[src/rtl/csr_mtrap_unit.sv]
// rtl/csr_mtrap_unit.sv - machine-mode CSR file with trap entry / mret sequencer
// Ports:
//   clk, rst_n                        core clock, asynchronous active-low reset
//   csr_req_i/op_i/addr_i/wdata_i     CSR instruction from execute (op 01 RW, 10 RS, 11 RC, 00 read)
//   csr_rdata_o, csr_illegal_o        combinational old value / illegal-access flag
//   exc_valid_i/cause_i/pc_i/tval_i   synchronous exception from the pipeline
//   mret_i                            mret retiring
//   irq_ok_i, irq_pc_i                interrupt acceptance window and its resume PC
//   irq_ext_i/timer_i/soft_i          level interrupt lines (mirrored in mip)
//   redirect_valid_o/pc_o             registered one-cycle fetch redirect
//   trap_taken_o                      registered; accompanies the redirect on trap entry only
module csr_mtrap_unit #(
   parameter int unsigned     XLEN        = 32,
   parameter logic [XLEN-1:0] HART_ID     = '0,
   parameter logic [25:0]     MISA_EXT    = 26'h000_0100,
   parameter logic [XLEN-1:0] MTVEC_RESET = '0
) (
   input  logic            clk,
   input  logic            rst_n,
   input  logic            csr_req_i,
   input  logic [1:0]      csr_op_i,
   input  logic [11:0]     csr_addr_i,
   input  logic [XLEN-1:0] csr_wdata_i,
   output logic [XLEN-1:0] csr_rdata_o,
   output logic            csr_illegal_o,
   input  logic            exc_valid_i,
   input  logic [4:0]      exc_cause_i,
   input  logic [XLEN-1:0] exc_pc_i,
   input  logic [XLEN-1:0] exc_tval_i,
   input  logic            mret_i,
   input  logic            irq_ok_i,
   input  logic [XLEN-1:0] irq_pc_i,
   input  logic            irq_ext_i,
   input  logic            irq_timer_i,
   input  logic            irq_soft_i,
   output logic            redirect_valid_o,
   output logic [XLEN-1:0] redirect_pc_o,
   output logic            trap_taken_o
);

   typedef enum logic {S_RUN, S_FLUSH} state_t;

   // mtvec mode 1x is reserved; it collapses to direct mode
   function automatic logic [XLEN-1:0] f_mtvec_legal(input logic [XLEN-1:0] v);
      return {v[XLEN-1:2], 1'b0, v[0] & ~v[1]};
   endfunction

   localparam logic [1:0]      MXL             = (XLEN == 64) ? 2'd2 : 2'd1;
   localparam logic [XLEN-1:0] MTVEC_RST_LEGAL = f_mtvec_legal(MTVEC_RESET);

   state_t            r_state, w_state_next;
   logic              r_mstatus_mie, r_mstatus_mpie;
   logic [2:0]        r_mie;               // {MEIE, MTIE, MSIE}
   logic [XLEN-1:0]   r_mtvec, r_mscratch, r_mepc, r_mcause, r_mtval;
   logic [63:0]       r_mcycle;
   logic              r_redirect_valid, r_trap_taken;
   logic [XLEN-1:0]   r_redirect_pc;

   logic [XLEN-1:0]   w_mstatus, w_mip, w_mie_rd, w_rdata, w_wval;
   logic [XLEN-1:0]   w_mtvec_base, w_irq_target;
   logic [2:0]        w_pend;              // {MEI, MTI, MSI} pending and enabled
   logic [4:0]        w_irq_code;
   logic              w_hit, w_illegal;
   logic              w_take_exc, w_take_irq, w_take_mret, w_do_write;
   logic              w_wr_mcycle, w_wr_mcycleh;

   // MPP is hardwired to machine mode
   assign w_mstatus = XLEN'({2'b11, 3'b000, r_mstatus_mpie, 3'b000, r_mstatus_mie, 3'b000});
   assign w_mip     = XLEN'({irq_ext_i, 3'b000, irq_timer_i, 3'b000, irq_soft_i, 3'b000});
   assign w_mie_rd  = XLEN'({r_mie[2], 3'b000, r_mie[1], 3'b000, r_mie[0], 3'b000});
   assign w_pend    = {irq_ext_i & r_mie[2], irq_timer_i & r_mie[1], irq_soft_i & r_mie[0]};

   // MEI > MSI > MTI
   assign w_irq_code   = w_pend[2] ? 5'd11 : (w_pend[0] ? 5'd3 : 5'd7);
   assign w_mtvec_base = {r_mtvec[XLEN-1:2], 2'b00};
   assign w_irq_target = r_mtvec[0] ? (w_mtvec_base + XLEN'({w_irq_code, 2'b00})) : w_mtvec_base;

   always_comb begin
      w_hit   = 1'b1;
      w_rdata = '0;
      case (csr_addr_i)
         12'h300: w_rdata = w_mstatus;
         12'h301: w_rdata = {MXL, {(XLEN-28){1'b0}}, MISA_EXT};
         12'h304: w_rdata = w_mie_rd;
         12'h305: w_rdata = r_mtvec;
         12'h340: w_rdata = r_mscratch;
         12'h341: w_rdata = r_mepc;
         12'h342: w_rdata = r_mcause;
         12'h343: w_rdata = r_mtval;
         12'h344: w_rdata = w_mip;
         12'hB00: w_rdata = r_mcycle[XLEN-1:0];
         12'hB80: begin
            if (XLEN == 32) w_rdata = XLEN'(r_mcycle[63:32]);
            else            w_hit   = 1'b0;
         end
         12'hF11, 12'hF12, 12'hF13: w_rdata = '0;
         12'hF14: w_rdata = HART_ID;
         default: w_hit = 1'b0;
      endcase
   end

   assign w_illegal     = !w_hit || ((csr_addr_i[11:10] == 2'b11) && (csr_op_i != 2'b00));
   assign csr_rdata_o   = w_rdata;
   assign csr_illegal_o = w_illegal;

   always_comb begin
      case (csr_op_i)
         2'b01:   w_wval = csr_wdata_i;
         2'b10:   w_wval = w_rdata | csr_wdata_i;
         2'b11:   w_wval = w_rdata & ~csr_wdata_i;
         default: w_wval = w_rdata;
      endcase
   end

   always_comb begin
      w_state_next = r_state;
      w_take_exc   = 1'b0;
      w_take_irq   = 1'b0;
      w_take_mret  = 1'b0;
      w_do_write   = 1'b0;
      case (r_state)
         S_RUN: begin
            if (exc_valid_i)                                w_take_exc  = 1'b1;
            else if (r_mstatus_mie && irq_ok_i && |w_pend)  w_take_irq  = 1'b1;
            else if (mret_i)                                w_take_mret = 1'b1;
            else if (csr_req_i && csr_op_i != 2'b00 && !w_illegal) w_do_write = 1'b1;
            if (w_take_exc || w_take_irq || w_take_mret)    w_state_next = S_FLUSH;
         end
         default: w_state_next = S_RUN;
      endcase
   end

   assign w_wr_mcycle  = w_do_write && (csr_addr_i == 12'hB00);
   assign w_wr_mcycleh = w_do_write && (csr_addr_i == 12'hB80);

   always_ff @(posedge clk or negedge rst_n) begin
      if (!rst_n) r_state <= S_RUN;
      else        r_state <= w_state_next;
   end

   // A software write to either half freezes the whole counter for that cycle
   always_ff @(posedge clk or negedge rst_n) begin
      if (!rst_n)            r_mcycle <= '0;
      else if (w_wr_mcycle)  r_mcycle[XLEN-1:0] <= w_wval;
      else if (w_wr_mcycleh) r_mcycle[63:32] <= w_wval[31:0];
      else                   r_mcycle <= r_mcycle + 64'd1;
   end

   always_ff @(posedge clk or negedge rst_n) begin
      if (!rst_n) begin
         r_mstatus_mie    <= 1'b0;
         r_mstatus_mpie   <= 1'b0;
         r_mie            <= '0;
         r_mtvec          <= MTVEC_RST_LEGAL;
         r_mscratch       <= '0;
         r_mepc           <= '0;
         r_mcause         <= '0;
         r_mtval          <= '0;
         r_redirect_valid <= 1'b0;
         r_trap_taken     <= 1'b0;
         r_redirect_pc    <= '0;
      end else begin
         r_redirect_valid <= w_take_exc | w_take_irq | w_take_mret;
         r_trap_taken     <= w_take_exc | w_take_irq;
         if (w_take_exc) begin
            r_mepc         <= {exc_pc_i[XLEN-1:1], 1'b0};
            r_mcause       <= XLEN'(exc_cause_i);
            r_mtval        <= exc_tval_i;
            r_mstatus_mpie <= r_mstatus_mie;
            r_mstatus_mie  <= 1'b0;
            r_redirect_pc  <= w_mtvec_base;
         end else if (w_take_irq) begin
            r_mepc         <= irq_pc_i;
            r_mcause       <= {1'b1, (XLEN-1)'(w_irq_code)};
            r_mtval        <= '0;
            r_mstatus_mpie <= r_mstatus_mie;
            r_mstatus_mie  <= 1'b0;
            r_redirect_pc  <= w_irq_target;
         end else if (w_take_mret) begin
            r_mstatus_mie  <= r_mstatus_mpie;
            r_mstatus_mpie <= 1'b1;
            r_redirect_pc  <= r_mepc;
         end else if (w_do_write) begin
            case (csr_addr_i)
               12'h300: begin
                  r_mstatus_mie  <= w_wval[3];
                  r_mstatus_mpie <= w_wval[7];
               end
               12'h304: r_mie      <= {w_wval[11], w_wval[7], w_wval[3]};
               12'h305: r_mtvec    <= f_mtvec_legal(w_wval);
               12'h340: r_mscratch <= w_wval;
               12'h341: r_mepc     <= {w_wval[XLEN-1:2], 2'b00};
               12'h342: r_mcause   <= w_wval;
               12'h343: r_mtval    <= w_wval;
               default: ;
            endcase
         end
      end
   end

   assign redirect_valid_o = r_redirect_valid;
   assign redirect_pc_o    = r_redirect_pc;
   assign trap_taken_o     = r_trap_taken;

endmodule

[config.mk]
export PLATFORM = sky130hd
export DESIGN_NAME = csr_mtrap_unit
export DESIGN_NICKNAME = d
export VERILOG_FILES = /design/src/rtl/csr_mtrap_unit.sv
export SDC_FILE = /design/constraint.sdc
export NUM_CORES = 1
export LEC_CHECK = 0
export ABC_AREA = 0
export ABC_CLOCK_PERIOD_IN_PS = 5800
export CAP_MARGIN = 40
export CORE_MARGIN = 8
export CORE_UTILIZATION = 45
export CTS_CLUSTER_DIAMETER = 200
export DETAILED_ROUTE_END_ITERATION = 6
export PLACE_DENSITY_LB_ADDON = 0.08
export SETUP_SLACK_MARGIN = 0.2
export SLEW_MARGIN = 20
export SYNTH_ARGS = -nofsm -noshare
export SYNTH_HDL_FRONTEND = slang
export SYNTH_SLANG_ARGS = --single-unit
[constraint.sdc]
create_clock -name clk -period 5.8 [get_ports clk]
set_input_delay 1.74 -clock clk [delete_from_list [all_inputs] [get_ports clk]]
set_output_delay 1.74 -clock clk [all_outputs]
set_load 0.01 [all_outputs]
Yosys cells after proc, flatten, opt, wreduce, memory -nomap -nowiden
Index checks and enable logic that the tools add are counted.
{"block": "word_totals", "reg_bits": 263, "word_cells": 135}
{"block": "classes", "addsub": 2, "n_eq_ne": 21, "muxes": 56, "n_bitwise": 13, "reduce_logical": 29}
{"operator": "$mux 32", "count": 22}
{"operator": "$pmux 32 s11", "count": 1}
{"operator": "$eq 12x10->1 const B", "count": 9}
{"operator": "$pmux 32 s3", "count": 1}
{"operator": "$eq 12x12->1 const B", "count": 6}
{"operator": "$add 64x1->64 const B", "count": 1}
{"operator": "$add 32x6->32", "count": 1}
{"operator": "$and 32x32->32", "count": 1}
{"operator": "$not 32->32", "count": 1}
{"operator": "$or 32x32->32", "count": 1}
{"operator": "$mux 1", "count": 30}
{"operator": "$reduce_and 5->1", "count": 3}
{"operator": "$reduce_bool 3->1", "count": 5}
{"operator": "$reduce_or 15->1", "count": 1}
{"operator": "$reduce_and 3->1", "count": 3}
{"operator": "$reduce_bool 4->1", "count": 2}
{"operator": "$logic_and 1x1->1", "count": 7}
{"operator": "$eq 2x2->1 const B", "count": 3}
{"operator": "$and 1x1->1", "count": 4}
{"operator": "$mux 4", "count": 1}
{"operator": "$not 1->1", "count": 4}
{"operator": "$logic_or 1x1->1", "count": 3}
{"operator": "$mux 3", "count": 1}
{"operator": "$ne 3x3->1 const B", "count": 1}
{"operator": "7 further kinds", "count": 9}

Logic depth before layout (Yosys ltp)
Gate-level depths: netlist of run 1.
{"block": "logic_depth", "depth_word": 16, "mapped_depth": 11}

Least setup slack after synthesis of run 1
No wires, ideal clock.
{"block": "synth_path", "path_type": "input-to-output", "startpoint": "in csr_addr_i[1]", "endpoint": "out csr_rdata_o[30]", "t_arrival_ns": 3.512, "required_time_ns": 4.060, "slack_ns": 0.548, "cell_stages": 7, "path_cell_list": "buf_6 -> or4b_4 -> or3_1 -> buf_2 -> buf_2 -> buf_2 -> o21ai_0"}
{"block": "synth_between", "elab_chain_cells": 2}
{"item": "start, declared", "line": "22", "text": "input logic [11:0] csr_addr_i,"}
{"item": "$eq 12x12->1 or $eq 12x10->1 (tied branches)", "line": "81", "text": "case (csr_addr_i)"}
{"item": "$pmux 32 s11 *", "line": "81"}
{"item": "end, declared", "line": "24", "text": "output logic [XLEN-1:0] csr_rdata_o,"}
Every way passes the cells marked *; elsewhere a longest branch is shown, timed or not.

Worst setup path in the final report of run 1
{"block": "layout_path", "startpoint": "in csr_addr_i[0]", "endpoint": "out csr_rdata_o[9]"}
The elaborated chain is that of the path after synthesis.

==> results of run 1 <==
registers in the layout (all words and copies together) (netlist names):
register,count
r_mie,3
redirect_pc_o,32
r_mtval,32
r_mcycle,64
trap_taken_o,1
r_mstatus_mpie,1
r_mtvec,31
r_mstatus_mie,1
redirect_valid_o,1
r_mepc,32
r_mscratch,32
r_state,1
r_mcause,32
per-stage QoR:
step | power [mW] | instances
6_report | 5.36 | 2577
5_1_grt | 5.55 | 2577
4_1_cts | 5.37 | 2572
3_5_place_dp | 3.33 | 2501
3_3_place_gp | 3.31 | 2498
2_1_floorplan | 2.70 | 1806
cells by family after synthesis:
group | Yosys count | synth area share [%]
AOI/OAI and AO/OA | 644 | 26.8
and+or+nand+nor | 582 | 18.2
DFF | 263 | 41.4
buffers and inverters | 177 | 4.67
muxes | 74 | 5.12
xor gates and xnor gates | 62 | 3.42
adders and majority gates | 4 | 0.315
final timing paths:
| kind | end | slack [ns] | cells after the start |
|---|---|---|---|
| worst max-delay path | csr_rdata_o[9] | 0.22 | 7 |
| worst min-delay path | redirect_pc_o[14] | 0.47 | 2 |
| worst max register to register | r_mcause[22] | 2.26 | 8 |
| worst min register to register | redirect_pc_o[14] | 0.47 | 2 |
| max in group asynchronous | r_mcycle[54] | 3.43 | 2 |
| min in group asynchronous | trap_taken_o | 1.21 | 1 |
what timing repair did:
action,CTS,global route
setup endpoints to repair,33,29
gates resized for setup,88,26
pin swaps,9,13
buffers inserted,14,4
endpoints found under the hold margin,0,0
gates cloned,1,0
area by class of cell:
class	count	area, sq um
clock buffer	38	842
clock inverter	18	214
fill	3133	14400
inverter	28	105
multi-input combinational	1366	8710
sequential	263	6580
tap	461	577
timing repair buffer	403	3700
metal layers:
layer	routed length (microns)	part of all wire, %
met1	29400	43
met2	30100	44
met3	6650	9.8
met4	1950	2.9
met5	12	0.018
tightest hold or removal path, delay by kind of cell, from the launching register on:
family / cells / cell delay [ns]
simple gates: 2 / 0.10
flops: 1 / 0.34
cells in the mapped netlist (21+ instances only):
library cell | instances | area [sq um]
a21oi_1 | 105 | 526
mux2i_1 | 25 | 250
and3_1 | 23 | 144
dfrtp_1 | 263 | 6580
mux2_2 | 48 | 541
clkbuf_1 | 103 | 387
a22oi_1 | 30 | 225
a31oi_1 | 33 | 206
a222oi_1 | 45 | 450
o21ai_0 | 203 | 1020
nand4_1 | 31 | 194
o21a_1 | 22 | 165
nor3_1 | 22 | 110
inv_1 | 28 | 105
buf_2 | 32 | 160
nand3_1 | 67 | 335
o211ai_1 | 21 | 158
nand2_1 | 229 | 860
xor2_1 | 43 | 377
o22ai_1 | 28 | 175
nor2_1 | 99 | 372
and2_1 | 27 | 169
where the power goes:
group | total (mW) | internal (mW) | switching, mW
Clock | 2.04 | 1.21 | 0.828
Sequential | 2.26 | 2.04 | 0.221
Combinational | 1.07 | 0.497 | 0.571
Total | 5.36 | 3.74 | 1.62
==> out/metrics.yaml, run 1 <==
first_pass_iters: 7
first_global_vias: 15507
seq_area_frac_synth_pct: 41.4
die_x_microns: 204
drt_wl_total_mm: 68.2
crit_top_cell: "buf_4"
track_usage_pct: 31.7
cts_buffers: 31
rsz0062_at_grt: "yes"
grt_max_degree: 105
max_slew_margin_pct: 38.2
grt-busiest-layer: "met2"
hp-start: "redirect_pc_o[14]"
cp-start-kind: "primary input"
regToRegStartpoint: "r_mie[0]"
setup_violations: 0
postLayoutCoreUtil_pct: 59.0
use_met3_pct: 5.40
overflow: 0
met1_usage_pct: 46.0
fin_ws_ns: 0.217
tns_ns: 0
layout.cells.most_common_list: "dfrtp_1, nand2_1, o21ai_0"
powerDensity_nw_per_um2: 259
irDropWorstVdd_mv: 0.301
dp_hpwl_mm: 50.3
antenna_left: 0
core_area_sq_um: 35100
fin_skew_ns: 0.0178
worst_pin_slew_ns: 0.921
layout_commonest_cell: "dfrtp_1"
clock_path_buffers: 3
outcome: "finished clean"
arrival_ns: 3.84
num_io_pins: 223
drive_gt1_share_pct: 17.5
finalHoldViolCount: 0
whs_ns: 0.471
critPathBufInv: 4
min_path_type: "register to register"
clkSinkCount: 263
cp-end-kind: "output pin"
pre_cts_ws_ns: -0.318
period_share_pct: 96.3
criticalPathCategory: "primary input to output pin"
clk_latency_ns: 0.59
avgSynthCellArea_sq_um: 8.79
use_met2_pct: 48.0
rows: 69
synth_area_sq_um: 15900
cpPeakStageDelay_ns: 0.39
cts_tree: "built"
path_delay_family: "buffers and inverters"
ys.flop_type: "dfrtp_1"
design.die.area_sq_um: 41600
place_congestion: 0.959
dpl_cell_area_sq_um: 19500
drv_slew: 0
p_leak_nw: 8.65
htree_num_levels: 1
num_vias: 16499
die_h_microns: 204
yosysUniqueCellTypes: 79
port_buffers: 221
crit_required_ns: 4.06
timing.fmax_mhz: 179
viasPerCell: 6.40
drtIter0Drc: 1852
drc: 0
antenna_found_initial: 2
fin_nets: 2253
grt_first_pass_wirelength_mm: 101
areaGrowthSynthToFinish_pct: 30.5
async_flop_share_pct: 100
fin_area_sq_um: 20700
ys_ff_latch: 263
drv_cap: 0
synth_nets: 1966
cts_hold_buf: 0
synth_edf_count: 0
critPathSlowestCell: "buf_4"
yosys_warnings: 0
path_max_fanout: 21
path_clk_slew_ns: 0.06
initial_core_util_pct: 45.2
cts_root_buf: "clkbuf_16"
period_minus_slack_ns: 5.58
worstPathCellList: "buf_2, buf_4, buf_4, mux2_2, a222oi_1, nand3_1, dlygate4sd2_1"
crit_path_start: "csr_addr_i[0]"
netlist_instances: 1806
diodes: 0
routedWlPerCell_microns: 26.5
Note: power is estimated with default switching activity, not from simulation.
==> inputs of run 2 (changes only) <==
Settings changed: ABC_CLOCK_PERIOD_IN_PS 5800 to 4920, HOLD_SLACK_MARGIN set to 0.1, TNS_END_PERCENT set to 10.
Clock period 5.8 ns to 4.92 ns, I/O delays scaled along.
==> run 2 against run 1 <==
  * The flow now finishes with violations (design-rule violations)
  * Sequential cell count unchanged
  * Register-to-register slack worse by 0.90 ns
  * Hold slack worse by 0.0069 ns
  * Utilization up 1.0 points
  * Via count up 1.1%
  * Routed wire length up 2.1%
  * Non-clock buffer count up 31
  * Clock power up 18%
  * Die area unchanged
  * Setup slack worse by 0.084 ns
  * Largest cell class unchanged
==> out/metrics.yaml, run 2 (synthesis gave the netlist of run 1 again) <==
antenna_found_initial: 1  # -1
top_register: "r_mcycle"
drive_gt1_share_pct: 19.8  # +2.3 points
largest_reg_flops: 64  # unchanged
num_vias: 16687  # +1.1%
intPower_mw: 4.44  # +19%
cts_buffers: 30  # -3.2%
grt_first_pass_wirelength_mm: 104  # +2.9%
timing.fmax_mhz: 209
path_max_fanout: 8  # -62%
layout.cells.most_common_list: "dfrtp_1, nand2_1, o21ai_0"
cts_hold_buf: 0  # unchanged
irDropWorstVdd_mv: 0.255  # -15%
viasPerCell: 6.40  # about the same
period_minus_slack_ns: 4.79
criticalPathCategory: "primary input to output pin"
cts_root_buf: "clkbuf_16"
cts_tree: "built"
p_leak_nw: 8.82  # +2.0%
core_area_sq_um: 35100  # unchanged
violations: "design-rule violations"
max_slew_margin_pct: 40.9  # +2.7 points
die_h_microns: 204  # unchanged
clock_power_share_pct: 37.7  # -0.3 points
drtIter0Drc: 2218  # +20%
first_global_vias: 15870  # +2.3%
rows: 69  # unchanged
areaGrowthSynthToFinish_pct: 32.7
die_x_microns: 204  # unchanged
pwr-share-seq_pct: 42.1  # about the same
finalHoldViolCount: 0  # unchanged
arrival_ns: 3.31  # -0.53 ns
switching_share_pct: 30.1  # -0.11 points
combPwrFrac_pct: 20.2  # +0.3 points
power_switching_mw: 1.91  # +18%
rsz0062_at_grt: "yes"
clk_latency_ns: 0.57  # -0.02 ns
grt_max_degree: 108  # +2.9%
dp_hpwl_mm: 51.0  # +1.4%
worst_pin_slew_ns: 0.881  # -0.0399 ns
period_share_pct: 97.3
crit_required_ns: 3.44  # -0.62 ns
drv_slew: 0  # unchanged
drt_wl_total_mm: 69.6  # +2.1%
drv_cap: 0  # unchanged
powerDensity_nw_per_um2: 302  # +17%
tns_ns: 0  # unchanged
drc: 7  # +7
cp-start-kind: "primary input"
initial_core_util_pct: 45.2  # unchanged
antenna_left: 0  # unchanged
first_pass_iters: 7  # unchanged
r2r_slack_ns: 1.36  # -0.90 ns
port_buffers: 221  # unchanged
track_usage_pct: 32.6  # +0.91 points
design.die.area_sq_um: 41600  # unchanged
place_congestion: 0.944  # -1.5%
min_path_type: "register to register"
cp-end-kind: "output pin"
clkSinkCount: 263  # unchanged
layout_commonest_cell: "dfrtp_1"
htree_num_levels: 1  # unchanged
num_io_pins: 223  # unchanged
path_clk_slew_ns: 0.06  # about the same
overflow: 0  # unchanged
routedWlPerCell_microns: 26.7  # +0.94%
clock_path_buffers: 3  # unchanged
p_total_mw: 6.36  # +19%
fin_nets: 2283  # +1.3%
fin_skew_ns: 0.0221  # +0.00437 ns
setup_violations: 0  # unchanged
outcome: "finished with violations"
## run 2: path summary, 6_finish.rpt
| path | startpoint | to | cells past startpoint |
|---|---|---|---|
| setup / recovery | csr_addr_i[3] | csr_rdata_o[12] | 7 |
| hold / removal | redirect_pc_o[25] | redirect_pc_o[25] | 2 |
| setup reg to reg | r_mcycle[57] | r_mepc[25] | 21 |
| hold reg to reg | redirect_pc_o[25] | redirect_pc_o[25] | 2 |
| max in group asynchronous | rst_n | r_mtval[23] | 2 |
| min in group asynchronous | rst_n | r_mepc[1] | 1 |
## run 2: repair_timing
action,CTS,global route
buffers inserted,40,1
endpoints found under the setup margin,33,40
pin swaps,17,7
resized for setup,191,27
gates cloned,1,1
## run 2: worst max-delay path, cell delays in order
cell	delay, ns
buf_2	0.13
or4b_4	0.53
or3_4	0.45
buf_16	0.18
o22ai_1	0.17
a211o_1	0.21
buf_2	0.16
## run 2: power by group through the flow
stage	clock, mW	combinational, mW	sequential, mW
2_1_floorplan	0	0.580	2.60
3_3_place_gp	0	1.24	2.69
3_5_place_dp	0	1.26	2.69
4_1_cts	2.40	1.27	2.66
5_1_grt	2.50	1.39	2.69
6_report	2.40	1.29	2.68
## run 2: final cells by class
cell class                      instances  area [sq um]
Fill cell                            3149         14100
Multi-Input combinational cell       1366          8770
Sequential cell                       263          6580
Timing Repair Buffer                  434          3990
Clock buffer                           41           873
Tap cell                              461           577
Clock inverter                         13           169
Inverter                               28           105
Antenna cell                            1          2.50
## run 2: layer usage
metal  vias to the layer above  part of all wire (%)  global-route usage, %
li1                       7438                     -                      -
met1                      8208                    43                   47.2
met2                       921                    45                   49.8
met3                       118                   9.7                   5.63
met4                         2                   2.5                   8.52
met5                         -                 0.017                      0
## run 2: metrics by stage
stage	hold WS, ns	worst slack [ns]	cells	area, sq um	util, %
2_1_floorplan	0.445	0.207	1806	15900	-
3_3_place_gp	0.455	-0.597	2505	19500	55.5
3_5_place_dp	0.460	-0.593	2507	19500	55.5
4_1_cts	0.474	0.0956	2602	21000	59.7
5_1_grt	0.485	0.0922	2606	21100	60.0
6_report	0.465	0.134	2607	21100	60.0
